`src/rtl/n_demux2_pkg.sv`:
```
// ---------------------------------------------------------------------------
// n_demux2_pkg
// Shared definitions for the registered 1-to-2 stream demultiplexer.
//   SEL_OUT0 / SEL_OUT1 : in_sel values that steer a word to out0 / out1
//   slice_state_t       : per-output register slice state (EMPTY / FULL)
//   COUNT_WIDTH         : width of the optional per-port transfer counters
// ---------------------------------------------------------------------------
package n_demux2_pkg;

  localparam logic SEL_OUT0 = 1'b0;
  localparam logic SEL_OUT1 = 1'b1;

  localparam int COUNT_WIDTH = 16;

  typedef enum logic {
    SLICE_EMPTY = 1'b0,
    SLICE_FULL  = 1'b1
  } slice_state_t;

endpackage : n_demux2_pkg

```
`src/rtl/n_reg_slice.sv`:
```
// ---------------------------------------------------------------------------
// n_reg_slice
// One-entry register slice feeding a single consumer of the demux.
// Optional feature: macro N_DEMUX2_COUNT_EN adds a wrapping transfer counter.
//
// Ports:
//   clk       in   rising-edge clock
//   reset     in   synchronous, active-high reset
//   load      in   accepted input word is destined for this slice
//   data_in   in   payload to capture on load
//   valid     out  slice holds a word
//   ready     in   consumer accepts the held word
//   data_out  out  held payload (stable while FULL, retained while EMPTY)
//   count     out  output transfers seen (only with N_DEMUX2_COUNT_EN)
// ---------------------------------------------------------------------------
module n_reg_slice
  import n_demux2_pkg::*;
#(
  parameter int DATA_WIDTH = 8
) (
  input  logic                   clk,
  input  logic                   reset,
  input  logic                   load,
  input  logic [DATA_WIDTH-1:0]  data_in,
  output logic                   valid,
  input  logic                   ready,
  output logic [DATA_WIDTH-1:0]  data_out
`ifdef N_DEMUX2_COUNT_EN
  ,
  output logic [COUNT_WIDTH-1:0] count
`endif
);

  slice_state_t          state_q;
  slice_state_t          state_d;
  logic [DATA_WIDTH-1:0] data_q;
  logic                  out_xfer;

  // State register.
  always_ff @(posedge clk) begin
    if (reset) begin
      state_q <= SLICE_EMPTY;
    end else begin
      state_q <= state_d;
    end
  end

  // Next state and outputs. A load only happens when the slice is EMPTY or
  // being drained this cycle, so a load always leaves the slice FULL.
  always_comb begin
    state_d  = state_q;
    valid    = (state_q == SLICE_FULL);
    out_xfer = valid & ready;
    unique case (state_q)
      SLICE_EMPTY: begin
        if (load) state_d = SLICE_FULL;
      end
      SLICE_FULL: begin
        if (out_xfer && !load) state_d = SLICE_EMPTY;
      end
      default: state_d = SLICE_EMPTY;
    endcase
  end

  // Payload register: written only on a load, held otherwise (even when EMPTY).
  always_ff @(posedge clk) begin
    if (reset) begin
      data_q <= '0;
    end else if (load) begin
      data_q <= data_in;
    end
  end

  assign data_out = data_q;

`ifdef N_DEMUX2_COUNT_EN
  logic [COUNT_WIDTH-1:0] count_q;

  // Natural binary wrap from all-ones to zero.
  always_ff @(posedge clk) begin
    if (reset) begin
      count_q <= '0;
    end else if (out_xfer) begin
      count_q <= count_q + 1'b1;
    end
  end

  assign count = count_q;
`endif

endmodule : n_reg_slice

```
`src/rtl/n_demux2_reg.sv`:
```
// ---------------------------------------------------------------------------
// n_demux2_reg
// Registered 1-to-2 stream demultiplexer with valid/ready handshakes. Each
// output owns a one-entry register slice so a stalled consumer only blocks
// words addressed to it.
// Optional feature: macro N_DEMUX2_COUNT_EN adds out0_count / out1_count.
//
// Ports:
//   clk, reset                 clock, synchronous active-high reset
//   in_valid/in_ready/in_data  producer stream
//   in_sel                     destination (0 -> out0, 1 -> out1)
//   outN_valid/outN_ready      consumer N handshake
//   outN_data                  consumer N payload
//   outN_count                 transfers on port N (N_DEMUX2_COUNT_EN only)
// ---------------------------------------------------------------------------
module n_demux2_reg
  import n_demux2_pkg::*;
#(
  parameter int DATA_WIDTH = 8
) (
  input  logic                   clk,
  input  logic                   reset,
  input  logic                   in_valid,
  output logic                   in_ready,
  input  logic [DATA_WIDTH-1:0]  in_data,
  input  logic                   in_sel,
  output logic                   out0_valid,
  input  logic                   out0_ready,
  output logic [DATA_WIDTH-1:0]  out0_data,
  output logic                   out1_valid,
  input  logic                   out1_ready,
  output logic [DATA_WIDTH-1:0]  out1_data
`ifdef N_DEMUX2_COUNT_EN
  ,
  output logic [COUNT_WIDTH-1:0] out0_count,
  output logic [COUNT_WIDTH-1:0] out1_count
`endif
);

  logic [1:0]            slice_valid;
  logic [1:0]            slice_ready;
  logic [1:0]            slice_load;
  logic [DATA_WIDTH-1:0] slice_data [2];
`ifdef N_DEMUX2_COUNT_EN
  logic [COUNT_WIDTH-1:0] slice_count [2];
`endif

  assign slice_ready = {out1_ready, out0_ready};

  // Acceptance depends only on the addressed slice, never on in_valid, so
  // there is no combinational path from in_valid/in_data to any output.
  assign in_ready = (in_sel == SEL_OUT1) ? (~slice_valid[1] | slice_ready[1])
                                         : (~slice_valid[0] | slice_ready[0]);

  genvar gi;
  generate
    for (gi = 0; gi < 2; gi++) begin : g_slice
      localparam logic SEL_N = (gi == 0) ? SEL_OUT0 : SEL_OUT1;

      // in_valid gates the load first so that in_sel/in_data are ignored
      // while no word is offered.
      assign slice_load[gi] = in_valid & in_ready & (in_sel == SEL_N);

      n_reg_slice #(
        .DATA_WIDTH (DATA_WIDTH)
      ) u_slice (
        .clk      (clk),
        .reset    (reset),
        .load     (slice_load[gi]),
        .data_in  (in_data),
        .valid    (slice_valid[gi]),
        .ready    (slice_ready[gi]),
        .data_out (slice_data[gi])
`ifdef N_DEMUX2_COUNT_EN
        ,
        .count    (slice_count[gi])
`endif
      );
    end
  endgenerate

  assign out0_valid = slice_valid[0];
  assign out1_valid = slice_valid[1];
  assign out0_data  = slice_data[0];
  assign out1_data  = slice_data[1];
`ifdef N_DEMUX2_COUNT_EN
  assign out0_count = slice_count[0];
  assign out1_count = slice_count[1];
`endif

endmodule : n_demux2_reg

```
`config.mk`:
```
export PLATFORM = sky130hd
export DESIGN_NAME = n_demux2_reg
export DESIGN_NICKNAME = d
export VERILOG_FILES = /design/src/rtl/n_demux2_pkg.sv /design/src/rtl/n_reg_slice.sv /design/src/rtl/n_demux2_reg.sv
export SDC_FILE = /design/constraint.sdc
export NUM_CORES = 1
export LEC_CHECK = 0
export ABC_CLOCK_PERIOD_IN_PS = 1020
export CAP_MARGIN = 30
export CELL_PAD_IN_SITES_DETAIL_PLACEMENT = 2
export CELL_PAD_IN_SITES_GLOBAL_PLACEMENT = 2
export CORE_MARGIN = 10
export CORE_UTILIZATION = 24
export DETAILED_ROUTE_END_ITERATION = 8
export PLACE_DENSITY_LB_ADDON = 0.1
export RECOVER_POWER = 25
export SLEW_MARGIN = 20
export SYNTH_ARGS = -nofsm -noshare
export SYNTH_HDL_FRONTEND = slang
export SYNTH_SLANG_ARGS = --single-unit
```
`constraint.sdc`:
```
create_clock -name clk -period 1.02 [get_ports clk]
set_input_delay 0.102 -clock clk [delete_from_list [all_inputs] [get_ports clk]]
set_output_delay 0.102 -clock clk [all_outputs]
set_load 0.01 [all_outputs]
```
==> results of run 1 <==
==> per-stage QoR <==
stage                     setup TNS, ns  utilization  power, µW
final                           -0.6944       0.3972       1489
after global routing             -1.472       0.3972       1576
after CTS                       -0.8050       0.4057       1524
after detailed placement         -6.192       0.3890       1079
after global placement           -5.944       0.3890       1071
after floorplan                       0            -      900.8
==> flip-flops by register name, indices dropped and copies added, names as in the netlist <==
| register | flops |
|---|---|
| g_slice.u_slice.valid | 2 |
| g_slice.u_slice.data_out | 16 |
==> Yosys cell counts, drive strengths merged <==
library cell  number  area, µm²
a21oi              2      10.01
nand3b             1      7.510
buf                2      22.52
dfxtp             18      360.4
nand2b            26      177.7
clkbuf             2      7.510
and3b              1      8.760
nand3              1      10.01
and3               1      6.260
mux2i             16      160.2
mux2               1      11.26
==> cell families after synthesis <==
group,share of synthesized area
compound gates,0.01280
mux,0.2192
simple gates,0.2688
flops,0.4608
buf+inv,0.03840
==> routing by layer <==
metal,routed length (µm),vias to the layer above,track usage,part of all wire
met2,1054,20,0.1189,0.48
met3,124,4,0.02797,0.057
met4,33,0,0.03285,0.015
met5,0,-,0,0
met1,966,307,0.08609,0.44
li1,-,313,-,-
==> layout make-up <==
| class | count | area [µm²] | share of cell area |
|---|---|---|---|
| Timing Repair Buffer | 39 | 344.1 | 0.2815 |
| Tap cell | 44 | 55.05 | 0.04504 |
| Sequential cell | 18 | 374.1 | 0.3060 |
| Multi-Input combinational cell | 49 | 412.9 | 0.3378 |
| Clock buffer | 4 | 36.28 | 0.02968 |
==> what timing repair did <==
action | CTS | global route
pin swaps | 2 | 1
resized for setup | 59 | 19
buffers inserted | 1 | 3
setup endpoints to repair | 36 | 35
==> worst max-delay path by stage <==
stage	startpoint	to	slack (ns)	depth (start not counted)
4_1_cts	g_slice[0].u_slice.valid	in_ready	-0.20	3
2_1_floorplan	g_slice[0].u_slice.valid	g_slice[0].u_slice.data_out[2]	0.03	4
3_5_place_dp	in_sel	in_ready	-0.50	3
3_3_place_gp	in_sel	in_ready	-0.47	3
6_report	g_slice[0].u_slice.valid	in_ready	-0.18	3
5_1_grt	g_slice[1].u_slice.valid	in_ready	-0.23	3
==> worst reg2reg max path, stage by stage (launching register included) <==
cell,delay [ns]
dfxtp_2,0.35
nand2b_4,0.06
buf_4,0.11
and3b_2,0.30
mux2i_1,0.23
==> power by group through the flow <==
| stage | clock network (µW) | registers [µW] | logic, µW |
|---|---|---|---|
| floorplan | 0 | 794 | 107 |
| finish | 449 | 764 | 276 |
| global placement | 0 | 777 | 294 |
| detailed placement | 0 | 779 | 300 |
| CTS | 471 | 765 | 288 |
| global route | 504 | 769 | 303 |
==> reports/results.ini, run 1 <==
[run_status]
status=complete, but fails checks
violations=negative setup slack

[power]
p_int_uw=1125
sw_frac_of_total=0.2448
peakVddDrop_uv=398.8
p_leak_uw=0.0005195
power_frac_comb=0.185
p_switching_uw=364.5
seqPwrFrac=0.513
cellPowerDensity_nw_per_um2=1218
p_clk_frac=0.302

[synth]
synth-seq-cells=18
syn-num-nets=85
ys_types=12
syn-cell-area_um2=782.0
seq_area_frac_synth=0.4608
synth_warnings=0
syn_avg_cell_area_um2=11.01
netlist_instances=71

[clock_tree]
clk_pin_slew_worst_paths_ns=0.11
hold_buffers=0
htreeDepth=1
clock_latency_ns=0.29
root_buffer=clkbuf_4
cts_num_sinks=18
cts_buffer_depth=2
cts_tree=yes
cts_buffers=3

[critical_path]
slowest_delay_ns=0.36
cp.arrival_ns=1.10
path_max_fanout=2
r2r_start=g_slice[0].u_slice.valid
path_class=reg -> out
worstRegToRegCells=4
worstSetupStartpointType=flop
crit_chain=nand2b_4 > mux2_4 > buf_6
required_ns=0.92
reg2reg_to=g_slice[0].u_slice.data_out[3]
crit_family=flip-flops
cp-end-kind=output pin
path_buf_inv=1
r2r_setup_slack_ns=-0.09
crit_slowest_cell=dfxtp_2

[place]
post-place-ws_ns=-0.4984
dpl-instance-area_um2=1197
dp.cells=149
place.gp.congestion=0.6314
portBuffers=32
dp_hpwl_mm=1.682

[sta]
finalClockSkew_ns=0.001274
fmax_ghz=0.8307
slew_headroom=0.8057
period_minus_slack_ns=1.204
layout_setup_ws_ns=-0.1838
maxSlewViolCount=0
hold_violations=0
rsz0062_at_grt=true
setup_viol=12
fin_crit_sh=1.180
finalHoldWorstSlack_ns=0.3813
worst_slew_pin_slew_ns=0.2905

[floorplan]
core_area_um2=3078
pin_count=33
die-area_um2=5941
initial_core_util=0.2541
die_h_um=77.08
num_rows=20
die_w_um=77.08

[cells_and_area]
fin_cells=154
num-fill-cells=342
diodes=0
finalInstanceArea_um2=1222
syn2layout_area_growth_pct=56.32
mostFrequentLayoutCells=nand2b_1 (24), mux2i_1 (16), clkdlybuf4s50_1 (13)
drive_above_1_share=0.3818
final_common_cell=nand2b_1
fin_nets=125

[routing]
wl_per_cell_um=14.15
drt-initial-drc-count=9
remaining_drc_errors=0
drt-pass1-iter-count=2
wirelength_mm=2.179
via_count=644
drtAntennaViolNets=0
avgViaCountPerCell=4.182

[global_route]
grt_pass1_wl_mm=3.567
grt_max_degree=27
overflow=0
antenna_found_initial=0
grt_use_total=0.07431
grt_pass1_vias=709

[worst_hold_path]
min_to=g_slice[1].u_slice.data_out[4]
hp-start=in_data[4]
hold_depth=3
min_path_type=in -> reg

[flow_run]
drv_cap=0

No activity file was read; power rests on OpenSTA's default activity.
==> inputs of run 2 (changes only) <==
Settings changed: ABC_CLOCK_PERIOD_IN_PS 1020 to 1500, CAP_MARGIN 30 to 40, CORE_UTILIZATION 24 to 26.
Clock period 1.02 ns to 1.5 ns, I/O delays scaled along.
==> reports/results.ini, run 2 (same netlist as run 1, synthesis figures left out) <==
[routing]
drtAntennaViolNets=0  ; unchanged
remaining_drc_errors=0  ; unchanged
avgViaCountPerCell=4.568  ; was 4.182
m1WireLength_um=881  ; was 966 µm
wl_per_cell_um=15.45  ; was 14.15 µm
drt-pass1-iter-count=2  ; unchanged
wl_met2_mm=1.084  ; was 1.054 mm
dr_wl_met3_um=165  ; was 124 µm
via_count=635  ; was 644
dr.max_layer_used=met4  ; unchanged
wirelength_mm=2.148  ; was 2.179 mm
drt-initial-drc-count=3  ; was 9

[sta]
fin_crit_sh=0.9370
hold_violations=0  ; unchanged
layout_setup_ws_ns=0.09454  ; was -0.1838 ns
finalClockSkew_ns=0.004769  ; was 0.001274 ns
maxSlewViolCount=0  ; unchanged
finalHoldWorstSlack_ns=0.4321  ; was 0.3813 ns
slew_headroom=0.7429  ; was 0.8057
setup_viol=0  ; was 12
tns_ns=0  ; was -0.6944 ns
rsz0062_at_grt=false  ; was true
period_minus_slack_ns=1.405
worst_slew_pin_slew_ns=0.3845  ; was 0.2905 ns
fmax_ghz=0.7115

[cells_and_area]
fin_nets=123  ; was 125
mostFrequentLayoutCells=clkdlybuf4s50_1 (31), nand2b_1 (25), dfxtp_1 (17)  ; was nand2b_1 (24), mux2i_1 (16), clkdlybuf4s50_1 (13)
utilization=0.4197  ; was 0.3972
syn2layout_area_growth_pct=50.56  ; was 56.32%
diodes=0  ; unchanged
drive_above_1_share=0.09259  ; was 0.3818
final_common_cell=clkdlybuf4s50_1  ; was nand2b_1
largest_reg_flops=16  ; unchanged

[clock_tree]
htreeDepth=1  ; unchanged
cts_num_sinks=18  ; unchanged
cts_setup_buffers=0  ; was 1
cts_tree=yes  ; unchanged
hold_buffers=0  ; unchanged
cts_buffers=3  ; unchanged
root_buffer=clkbuf_4  ; unchanged
clock_latency_ns=0.29  ; about the same
clk_pin_slew_worst_paths_ns=0.12  ; was 0.11 ns
cts_buffer_depth=2  ; unchanged

[critical_path]
path_buf_inv=2  ; was 1
r2r_start=g_slice[1].u_slice.valid  ; was g_slice[0].u_slice.valid
slowest_delay_ns=0.49  ; was 0.36 ns
worstSetupStartpointType=input port  ; was flop
crit_slowest_cell=clkdlybuf4s50_1  ; was dfxtp_2
crit_path_start=in_sel  ; was g_slice[0].u_slice.valid
required_ns=1.35  ; was 0.92 ns
cp.arrival_ns=1.26  ; was 1.10 ns
path_class=in -> out  ; was reg -> out
cp-end-kind=output pin  ; unchanged
crit_family=buffers and inverters  ; was flip-flops
crit_chain=clkdlybuf4s50_1 > mux2_2 > dlygate4sd2_1  ; was nand2b_4 > mux2_4 > buf_6
path_max_fanout=2  ; unchanged

[floorplan]
die_h_um=74.84  ; was 77.08 µm
pin_count=33  ; unchanged
initial_core_util=0.2788  ; was 0.2541
core_area_um2=2805  ; was 3078 µm²
num_rows=19  ; was 20
die_w_um=74.84  ; was 77.08 µm
die-area_um2=5601  ; was 5941 µm²

[worst_hold_path]
min_path_type=in -> reg  ; unchanged
hp-start=in_data[3]  ; was in_data[4]

[global_route]
grt_use_total=0.07692  ; was 0.07431
grt_pass1_vias=710  ; was 709
grt_max_degree=27  ; unchanged
overflow=0  ; unchanged
grt_pass1_wl_mm=3.298  ; was 3.567 mm
antenna_found_initial=0  ; unchanged

[power]
power_uw=1018  ; was 1489 µW
cellPowerDensity_nw_per_um2=864.4  ; was 1218 nW/µm²
p_leak_uw=0.0004712  ; was 0.0005195 µW
peakVddDrop_uv=338.4  ; was 398.8 µV

[run_status]
status=complete, no violations  ; was complete, but fails checks

[flow_run]
drv_cap=0  ; unchanged

[place]
dp_hpwl_mm=1.680  ; was 1.682 mm
place.gp.congestion=0.6668  ; was 0.6314
post-place-ws_ns=-0.1177  ; was -0.4984 ns
portBuffers=32  ; unchanged

## run 2: cell types whose count changed in the layout (fill, tap and decap cells not counted), sizes merged
cell	change
clkdlybuf4s50	+18
clkdlybuf4s15	-6
clkbuf	-7
buf	-7
## run 2: tightest hold or removal path: cells and delay by family
kind | cells | cell delay, ns
muxes | 1 | 0.06
and+or+nand+nor | 1 | 0.08
buffers and inverters | 1 | 0.40
## run 2: worst paths after layout
check / to / slack (ns) / depth (start not counted)
setup / recovery: in_ready / 0.09 / 3
hold / removal: g_slice[1].u_slice.data_out[3] / 0.43 / 3
setup reg to reg: g_slice[1].u_slice.data_out[6] / 0.31 / 4
hold reg to reg: g_slice[0].u_slice.data_out[1] / 0.48 / 2
## run 2: per-stage QoR
step	area [µm²]	instances
global route	1177	139
CTS	1199	139
global placement	1161	135
floorplan	782.0	71
finish	1177	139
detailed placement	1161	135
## run 2: power by group
part           total (µW)  internal (µW)  switching [µW]
logic                 187            118            69.4
clock network         312            148             164
registers             518            504            14.4
## run 2: cell type report
type / instances / area (µm²)
timing repair buffer: 37 / 361.6
sequential: 18 / 361.6
clock buffer: 4 / 36.28
multi-input combinational: 49 / 379.1
fill: 309 / 1628
tap: 31 / 38.79
## run 2: repair_timing
| action | CTS | global route |
|---|---|---|
| endpoints found under the hold margin | 0 | 0 |
| endpoints found under the setup margin | 1 | 0 |
| resized for setup | 3 | 0 |
## run 2: routing by layer
metal	vias up	GRT usage
li1	309	-
met1	305	0.07710
met2	19	0.1381
met3	2	0.03154
met4	0	0.03151
met5	-	0
==> inputs of run 3 (changes only) <==
Settings changed: ABC_CLOCK_PERIOD_IN_PS 1500 to 1700.
Clock period 1.5 ns to 1.7 ns, I/O delays scaled along.
==> reports/results.ini, run 3 (same netlist as run 1, synthesis figures left out) <==
[power]
p_leak_uw=0.0004636  ; was 0.0004712 µW
peakVddDrop_uv=260.5  ; was 338.4 µV
power_uw=882.9  ; was 1018 µW
cellPowerDensity_nw_per_um2=764.5  ; was 864.4 nW/µm²

[sta]
period_minus_slack_ns=1.501
fmax_ghz=0.6663
rsz0062_at_grt=false  ; unchanged
fin_crit_sh=0.8829
worst_slew_pin_slew_ns=0.3607  ; was 0.3845 ns
slew_headroom=0.7589  ; was 0.7429
hold_violations=0  ; unchanged
tns_ns=0  ; unchanged
finalHoldWorstSlack_ns=0.4602  ; was 0.4321 ns
finalClockSkew_ns=0.007330  ; was 0.004769 ns
layout_setup_ws_ns=0.1991  ; was 0.09454 ns
maxSlewViolCount=0  ; unchanged
setup_viol=0  ; unchanged

[floorplan]
pin_count=33  ; unchanged
num_rows=19  ; unchanged
die_w_um=74.84  ; unchanged
die_h_um=74.84  ; unchanged
core_area_um2=2805  ; unchanged
die-area_um2=5601  ; unchanged
initial_core_util=0.2788  ; unchanged

[place]
portBuffers=32  ; unchanged
place.gp.congestion=0.6488  ; was 0.6668
post-place-ws_ns=0.05317  ; was -0.1177 ns
dp_hpwl_mm=1.582  ; was 1.680 mm

[routing]
drt-pass1-iter-count=3  ; was 2
drt-initial-drc-count=15  ; was 3
wl_per_cell_um=14.92  ; was 15.45 µm
avgViaCountPerCell=4.529  ; was 4.568
wirelength_mm=2.029  ; was 2.148 mm
remaining_drc_errors=0  ; unchanged
drtAntennaViolNets=0  ; unchanged
via_count=616  ; was 635

[critical_path]
slowest_delay_ns=0.53  ; was 0.49 ns
crit_slowest_cell=dlygate4sd3_1  ; was clkdlybuf4s50_1
r2r_setup_slack_ns=0.62  ; was 0.31 ns
path_class=in -> out  ; unchanged
path_max_fanout=4  ; was 2
crit_chain=dlygate4sd3_1 > nand2b_1 > mux2_2 > dlymetal6s2s_1  ; was clkdlybuf4s50_1 > mux2_2 > dlygate4sd2_1
worstSetupStartpointType=input port  ; unchanged
required_ns=1.53  ; was 1.35 ns
cp.arrival_ns=1.33  ; was 1.26 ns
cp-end-kind=output pin  ; unchanged

[run_status]
status=complete, no violations  ; unchanged

[clock_tree]
cts_setup_buffers=0  ; unchanged
cts_tree=yes  ; unchanged
cts_num_sinks=18  ; unchanged
cts_buffer_depth=2  ; unchanged
cts_buffers=3  ; unchanged
htreeDepth=1  ; unchanged
root_buffer=clkbuf_4  ; unchanged
clk_pin_slew_worst_paths_ns=0.11  ; was 0.12 ns
clock_latency_ns=0.29  ; about the same
hold_buffers=0  ; unchanged

[global_route]
grt_pass1_wl_mm=3.256  ; was 3.298 mm
overflow=0  ; unchanged
antenna_found_initial=0  ; unchanged
grt_max_degree=27  ; unchanged
grt_pass1_vias=695  ; was 710
grt_use_total=0.07639  ; was 0.07692

[worst_hold_path]
min_path_type=in -> reg  ; unchanged

[cells_and_area]
seq_area_um2=362.8  ; was 361.6 µm²
num-fill-cells=304  ; was 309
mostFrequentLayoutCells=clkdlybuf4s50_1 (29), nand2b_1 (25), mux2i_1 (16), dfxtp_1 (16), clkbuf_4 (3)  ; was clkdlybuf4s50_1 (31), nand2b_1 (25), dfxtp_1 (17)
drive_above_1_share=0.09524  ; was 0.09259
multi_input_area_um2=379.1  ; unchanged
diodes=0  ; unchanged
final_common_cell=clkdlybuf4s50_1  ; unchanged
fin_nets=120  ; was 123
largest_reg_flops=16  ; unchanged
syn2layout_area_growth_pct=47.68  ; was 50.56%

[flow_run]
drv_cap=0  ; unchanged

## run 3: cell count changes in the layout (fill, tap and decap cells not counted)
| cell | change |
|---|---|
| dfxtp_1 | -1 |
| dlygate4sd2_1 | -1 |
| dfxtp_2 | +1 |
| dlygate4sd3_1 | +2 |
| buf_12 | -1 |
| clkdlybuf4s50_1 | -2 |
| dlymetal6s2s_1 | +1 |
| clkbuf_1 | -2 |
## run 3: power breakdown
group	leakage [µW]	switching (µW)	internal, µW
combinational	0.000295	59.9	98.3
clock	0.0000210	138	130
sequential	0.000148	11.8	445
## run 3: final timing paths
kind                                                  endpoint  cells past startpoint                            from
worst max register to register  g_slice[0].u_slice.data_out[2]                      3        g_slice[0].u_slice.valid
worst min-delay path            g_slice[1].u_slice.data_out[0]                      3                      in_data[0]
worst max-delay path                                  in_ready                      4                      out1_ready
worst min register to register  g_slice[1].u_slice.data_out[1]                      2  g_slice[1].u_slice.data_out[1]
## run 3: routing by layer
layer	global-route usage	wire length [µm]
met5	0	0
met4	0.03151	13
met3	0.03942	208
met2	0.1295	1007
met1	0.07785	800
## run 3: through the flow
step                      instances  utilization  instance area [µm²]
after floorplan                  71            -                782.0
after global placement          132       0.4014                 1126
after detailed placement        132       0.4014                 1126
after CTS                       136       0.4148                 1164
after global routing            136       0.4117                 1155
final                           136       0.4117                 1155
## run 3: layout make-up
class / instances / share of cell area
multi-input combinational: 49 / 0.3283
timing repair buffer: 34 / 0.2925
clock buffer: 4 / 0.03142
tap: 31 / 0.03359
sequential: 18 / 0.3142
## run 3: worst max-delay path: cells and delay by family
family,cells,cell delay (ns)
buffers and inverters,2,0.70
multiplexers,1,0.28
AND/OR/NAND/NOR,1,0.19
## run 3: repair_timing
| action | CTS | global route |
|---|---|---|
| resized for setup | 1 | 2 |
| hold endpoints to repair | 0 | 0 |
| gates cloned | 0 | 0 |
| endpoints found under the setup margin | 1 | 1 |
